--- config.mk ---
export PLATFORM = sky130hd
export DESIGN_NAME = instruction_line_responder
export DESIGN_NICKNAME = d
export VERILOG_FILES = /design/src/rtl/instruction_line_responder.sv
export SDC_FILE = /design/constraint.sdc
export NUM_CORES = 2
export LEC_CHECK = 0
export CORE_MARGIN = 2
export CORE_UTILIZATION = 45
export CTS_CLUSTER_SIZE = 12
export DETAILED_ROUTE_END_ITERATION = 7
export PLACE_DENSITY = 0.61
export SLEW_MARGIN = 20
export SYNTH_ARGS = -nofsm -noshare
export SYNTH_HDL_FRONTEND = slang
export SYNTH_SLANG_ARGS = --single-unit
--- constraint.sdc ---
create_clock -name clock -period 4.3 [get_ports clock]
set_clock_uncertainty 0.1 [all_clocks]
set_input_delay 0.645 -clock clock [delete_from_list [all_inputs] [get_ports clock]]
set_output_delay 0.645 -clock clock [all_outputs]
set_load 0.02 [all_outputs]
--- src/rtl/instruction_line_responder.sv ---
// Direct-mapped instruction line cache that answers prefetch line requests,
// serving hits in one cycle and filling misses word-by-word from a 32-bit memory port.
module instruction_line_responder #(
    parameter int AddressBusWidth  = 32,
    parameter int InstructionWidth = 32,
    parameter int IndexBits        = 3
) (
    input  logic                          clock,
    input  logic                          reset,
    input  logic [AddressBusWidth-1:0]    PreFetchedAddress,
    input  logic                          PreFetchedRequest,
    output logic [4*InstructionWidth-1:0] PreFetchedInstructions,
    output logic                          PreFetchedWait,
    output logic [AddressBusWidth-1:0]    MemAddress,
    output logic                          MemRequest,
    input  logic [InstructionWidth-1:0]   MemData,
    input  logic                          MemWait,
    input  logic                          CacheFlush
);

    localparam int LineWidth = 4 * InstructionWidth;
    localparam int Lines     = 1 << IndexBits;
    localparam int TagBits   = AddressBusWidth - 4 - IndexBits;

    typedef enum logic [1:0] {
        Idle    = 2'd0,
        Fill    = 2'd1,
        Respond = 2'd2
    } state_t;

    state_t state;
    state_t nextState;

    logic [LineWidth-1:0] lineStore [Lines];
    logic [TagBits-1:0]   tagStore  [Lines];
    logic [Lines-1:0]     validBits;

    logic [3:0][InstructionWidth-1:0] fillWords;
    logic [1:0]                       wordCount;
    logic [TagBits-1:0]               fillTag;
    logic [IndexBits-1:0]             fillIdx;
    logic [AddressBusWidth-1:0]       memAddressReg;
    logic                             memRequestReg;

    logic [IndexBits-1:0] reqIdx;
    logic [TagBits-1:0]   reqTag;
    logic                 hit;
    logic                 unusedOffsetBits;

    assign reqIdx           = PreFetchedAddress[4+IndexBits-1:4];
    assign reqTag           = PreFetchedAddress[AddressBusWidth-1:4+IndexBits];
    assign hit              = validBits[reqIdx] && (tagStore[reqIdx] == reqTag);
    assign unusedOffsetBits = ^PreFetchedAddress[3:0];

    assign MemAddress = memAddressReg;
    assign MemRequest = memRequestReg;

    always_ff @(posedge clock or negedge reset) begin
        if (!reset) begin
            state <= Idle;
        end else begin
            state <= nextState;
        end
    end

    always_comb begin
        nextState              = state;
        PreFetchedWait         = 1'b0;
        PreFetchedInstructions = lineStore[reqIdx];
        case (state)
            Idle: begin
                PreFetchedWait = PreFetchedRequest && !hit;
                if (PreFetchedRequest && !hit) begin
                    nextState = Fill;
                end
            end
            Fill: begin
                PreFetchedWait         = 1'b1;
                PreFetchedInstructions = fillWords;
                if (!MemWait && wordCount == 2'd3) begin
                    nextState = Respond;
                end
            end
            Respond: begin
                PreFetchedInstructions = fillWords;
                nextState              = Idle;
            end
            default: begin
                nextState = Idle;
            end
        endcase
    end

    // Flush is applied before the Respond write so the freshly filled line survives a coinciding flush.
    always_ff @(posedge clock or negedge reset) begin
        if (!reset) begin
            for (int i = 0; i < Lines; i++) begin
                lineStore[i] <= '0;
                tagStore[i]  <= '0;
            end
            validBits     <= '0;
            fillWords     <= '0;
            wordCount     <= 2'd0;
            fillTag       <= '0;
            fillIdx       <= '0;
            memAddressReg <= '0;
            memRequestReg <= 1'b0;
        end else begin
            if (CacheFlush) begin
                validBits <= '0;
            end
            case (state)
                Idle: begin
                    if (PreFetchedRequest && !hit) begin
                        fillTag       <= reqTag;
                        fillIdx       <= reqIdx;
                        memAddressReg <= {PreFetchedAddress[AddressBusWidth-1:4], 4'b0000};
                        memRequestReg <= 1'b1;
                        wordCount     <= 2'd0;
                    end
                end
                Fill: begin
                    // Only the word-offset bits advance, keeping the burst inside one aligned line.
                    if (!MemWait) begin
                        fillWords[wordCount] <= MemData;
                        memAddressReg[3:2]   <= memAddressReg[3:2] + 2'd1;
                        wordCount            <= wordCount + 2'd1;
                        if (wordCount == 2'd3) begin
                            memRequestReg <= 1'b0;
                        end
                    end
                end
                Respond: begin
                    lineStore[fillIdx] <= fillWords;
                    tagStore[fillIdx]  <= fillTag;
                    validBits[fillIdx] <= 1'b1;
                end
                default: begin
                end
            endcase
        end
    end

endmodule

==> results.md <==
- The post-CTS setup buffer count is 0.
- The cell row count is approximately 140.
- The Yosys step of the flow raised 0 warnings.
- The endpoint of the lowest-slack register-to-register path is fillTag[6].
- The violation count after the first detailed-routing iteration is approximately 2100.
- The final standard cell area without fillers is between 0.07 and 0.08 mm^2.
- The count of distinct cell types in the synthesized netlist is 51.
- The clock reaches the later pin of the worst-skew pair after ~0.77 ns.
- On the final layout, the worst hold slack is between 0.3 and 0.4 ns.
- The share of async-settable or async-resettable flops after synthesis is 1.00.
- For this design the total switching power over the nets is 0.0134 W.
- The final critical path time including I/O delays and setup is between 4 and 5 ns.
- The startpoint kind of the worst setup timing path is a register.
- Power spread over the standard cell area amounts to a little over 600 mW/mm^2.
- The total overflow left after global routing is 0.
- Clock tree synthesis found a total of approximately 1400 sinks.
- The number of vias per cell is roughly 5.7.
- Compared with the post-synthesis result, the final layout area differs by 16.1%.
- The number of cells produced by synthesis is roughly 4000.
- The wire length after detailed routing is about 160000 um.
- The synthesized area divided by synthesized cell count is ~16 um^2.
- Setup violations remaining at the end of the flow were counted as 0.
- The floorplan step defined a die boundary enclosing ~0.14 mm^2.
- The setup TNS is 0 ns.
- The number of antenna violations at the first check in global routing is 16.
- The worst IR drop on VDD is between 0.0004 and 0.0005 V.
- The tool flagged a number of max-cap violations equal to 0.
- The beginning of the worst register-to-register path is tagStore[21].
- The weighted congestion at the end of routability-driven global placement is between 0.7 and 0.8.
- The via count of the first global-routing pass was around 37000.
- The synthesized-area fraction occupied by ao, oa, aoi and oai cells came to 0.0151.
- The start-to-end type of the worst setup path is reg2out.
- The worst slew margin relative to its limit is 0.267.
- Across all layers, the routed design uses 34700 vias.
- For this design the static power due to leakage is between 30 and 40 nW.
- The first global-routing pass estimated approximately 240000 um of wire.
- The number of filler cells placed in the layout is between 10000 and 15000.
- The detail route stage leaves a number of antenna-violating nets equal to 0.
- The simple-gate area share of the yosys netlist is 0.0130.
- The floorplan step set the die height to 377 um.
- The most frequently used flop master after synthesis is sky130_fd_sc_hd__dfrtp_1.
- The floorplan step defined a core boundary enclosing roughly 0.14 mm^2.
- Internal power comes to a little over 0.03 W.
- The post-route DRC violation count is 0.
- The number of hold violations in the final report is 0.
- During placement, the flow inserted port buffers numbering ~220.
- The library cells used most frequently in the layout, excluding fill and tap cells, are sky130_fd_sc_hd__dfrtp_1 (1395), sky130_fd_sc_hd__mux2_2 (1355), sky130_fd_sc_hd__mux4_2 (299).
- The register-to-register path setup slack is between 1 and 1.5 ns.
- The HPWL after detailed placement is just under 90000 um.
- In this run the horizontal extent of the chip is between 300 and 400 um.
- The arrival time at the worst endpoint is roughly 3.5 ns.
- After detailed placement, the total cell area comes to slightly below 0.07 mm^2.
- The flop and latch count out of synthesis is 1395.
- For this run, the post-layout net count is ~4300.
- The path with the worst hold slack has its endpoint at MemAddress[6].
- The run finished with clean final reports.
- The share of total power in the clock network is 0.301.
- Timing would allow up to roughly 240 MHz.
- Clock-pin slew was measured on the worst setup and hold paths at ~0.060 ns.
- The switching part of the total power is 0.305.
- The H-tree depth reported by CTS is 4.
- The classification of the worst-slack hold path is in2reg.
- The fraction of power consumed by combinational cells is 0.250.
- The global-route usage over all layers is 0.224.
- Leaving out fill and tap cells, the most frequent cell in the layout is sky130_fd_sc_hd__dfrtp_1.
- TritonCTS built the clock tree.
- Along the worst hold path, the cell count comes to 3.
- The tree is rooted in a sky130_fd_sc_hd__clkbuf_16.
- At the pin with the least slew margin, the transition time is roughly 1.1 ns.
- Of the total synthesized cell area, the portion taken by XOR and XNOR cells is 0.00280.
- The power share of the sequential group is 0.449.
- Of the synthesized area, sequential elements account for 0.558.
- The clock passes through at most 3 buffers.
- The I/O pin count is around 230.
- By area, the combinational part of the netlist is dominated by multiplexers.
- The maximum fanout along the worst path is 2.
- The first-pass iteration count of the detailed router is 5.
- In the finished design, the share of the clock period the worst path needs comes to 0.983.
- Counting cells, the worst reg-to-reg path comes to 10.
- TritonCTS created between 150 and 200 clock buffers.
- The post-synthesis instance area is 0.0626 mm^2.
- The share of post-route cells with drive strength above 1 is 0.491.
- The routed length per placed instance is ~25 um.
- STA puts the critical path data required time at between 3 and 4 ns.
- Entering global routing, the biggest net connects 120 pins.
- The fraction of synthesized area in multiplexers is 0.383.
- The start point of the worst hold path is PreFetchedAddress[6].
- The adder and majority cell fraction of the synthesized area is 0.00140.
- The number of max-slew violations in the final report came to 0.
- STA classifies the critical path endpoint as a primary output.
- Setup repair after global routing could not meet its margin everywhere.
- The initial cell density of the core is 0.454.
- The number of synthesized flops with an enable pin is 0.
==> cell type report <==
class	count	area, um^2	area share
timing repair buffer	410	4180	0.0575
multi-input combinational	2231	26100	0.359
tap	1794	2240	0.0309
clock buffer	245	4780	0.0659
antenna	5	12.5	0.000172
sequential	1395	34900	0.481
clock inverter	32	339	0.00467
inverter	12	45.0	0.000620
==> Yosys cell counts, drive strengths merged, types with 2 or more instances <==
library cell | count | share of area
o21ba | 2 | 0.00032
mux2i | 167 | 0.027
clkbuf | 190 | 0.011
a21oi | 6 | 0.00048
a221o | 2 | 0.00032
o21ai | 133 | 0.011
nor2b | 5 | 0.00050
xor2 | 15 | 0.0021
nand2 | 143 | 0.0086
ha | 7 | 0.0014
o2111ai | 3 | 0.00042
a21o | 4 | 0.00048
nor3 | 2 | 0.00016
xnor2 | 5 | 0.00070
nor4 | 2 | 0.00044
and2 | 4 | 0.00044
and3 | 3 | 0.00030
nand4 | 3 | 0.00030
nand2b | 5 | 0.00050
mux2 | 1381 | 0.25
inv | 12 | 0.00072
a22oi | 4 | 0.00048
dfrtp | 1395 | 0.56
buf | 208 | 0.014
nor2 | 11 | 0.00066
a21bo | 2 | 0.00032
nand3 | 5 | 0.00040
nand3b | 2 | 0.00024
mux4 | 299 | 0.11
==> power by group through the flow <==
| stage | clock (W) | combinational (W) | sequential (W) |
|---|---|---|---|
| 2_1_floorplan | 0 | 0.00798 | 0.0181 |
| 3_3_place_gp | 0 | 0.0110 | 0.0199 |
| 3_5_place_dp | 0 | 0.0112 | 0.0200 |
| 4_1_cts | 0.0136 | 0.0112 | 0.0198 |
| 5_1_grt | 0.0141 | 0.0119 | 0.0204 |
| 6_report | 0.0133 | 0.0110 | 0.0198 |
==> per-layer routing <==
metal / track usage / routed length [um] / vias to the layer above
met3: 0.0371 / 6800 / 179
li1: - / - / 15100
met2: 0.359 / 74200 / 581
met5: 0 / 0 / -
met1: 0.316 / 70900 / 18800
met4: 0.0619 / 3360 / 0
==> worst max-delay path, stage by stage, from the launching register on <==
cell	delay, ns
sky130_fd_sc_hd__dfrtp_1	0.37
sky130_fd_sc_hd__mux4_2	0.47
sky130_fd_sc_hd__mux2i_1	0.19
sky130_fd_sc_hd__xor2_1	0.35
sky130_fd_sc_hd__buf_4	0.19
sky130_fd_sc_hd__o2111ai_2	0.11
sky130_fd_sc_hd__nor4_4	0.31
sky130_fd_sc_hd__a41oi_4	0.14
sky130_fd_sc_hd__and2_4	0.18
sky130_fd_sc_hd__or2_1	0.23
sky130_fd_sc_hd__buf_2	0.17
==> cell families (layout without fill, tap and decap cells) <==
kind of cell    after synthesis  count (layout)
mux                        1847            1847
flops                      1395            1395
buf+inv                     410             699
simple gates                189             189
compound gates              166             166
xor+xnor                     20              20
fa+ha+maj                     7               7
other cells                   1               7
==> state kept, by name, indices dropped and copies added, names as in the netlist <==
register	count
state	2
lineStore	1024
fillTag	25
validBits	8
fillIdx	2
tagStore	200
MemAddress	3
fillWords	128
MemRequest	1
wordCount	2
==> worst max path at each step <==
stage	start	depth (start not counted)	endpoint
final	tagStore[21]	10	PreFetchedWait
after global routing	tagStore[21]	10	PreFetchedWait
after CTS	tagStore[21]	10	PreFetchedWait
after detailed placement	PreFetchedAddress[4]	11	PreFetchedWait
after global placement	PreFetchedAddress[4]	11	PreFetchedWait
after floorplan	PreFetchedAddress[5]	13	PreFetchedWait
==> through the flow <==
stage / total power, W / util / std cells / setup slack (ns)
after floorplan: 0.0261 / - / 4036 / 0.283
after CTS: 0.0446 / 0.527 / 6119 / 0.00193
after global routing: 0.0464 / 0.527 / 6120 / -0.0474
after detailed placement: 0.0311 / 0.490 / 5841 / -0.272
after global placement: 0.0309 / 0.490 / 5841 / -0.261
final: 0.0440 / 0.527 / 6124 / 0.0723
==> repair_timing <==
action / CTS / global route
hold endpoints to repair: 95 / 0
gates resized for setup: 6 / 4
gates cloned: 0 / 0
pin swaps: 2 / 0
hold buffers: 1 / 0
setup endpoints to repair: 13 / 5
No activity file was read; power rests on OpenSTA's default activity.
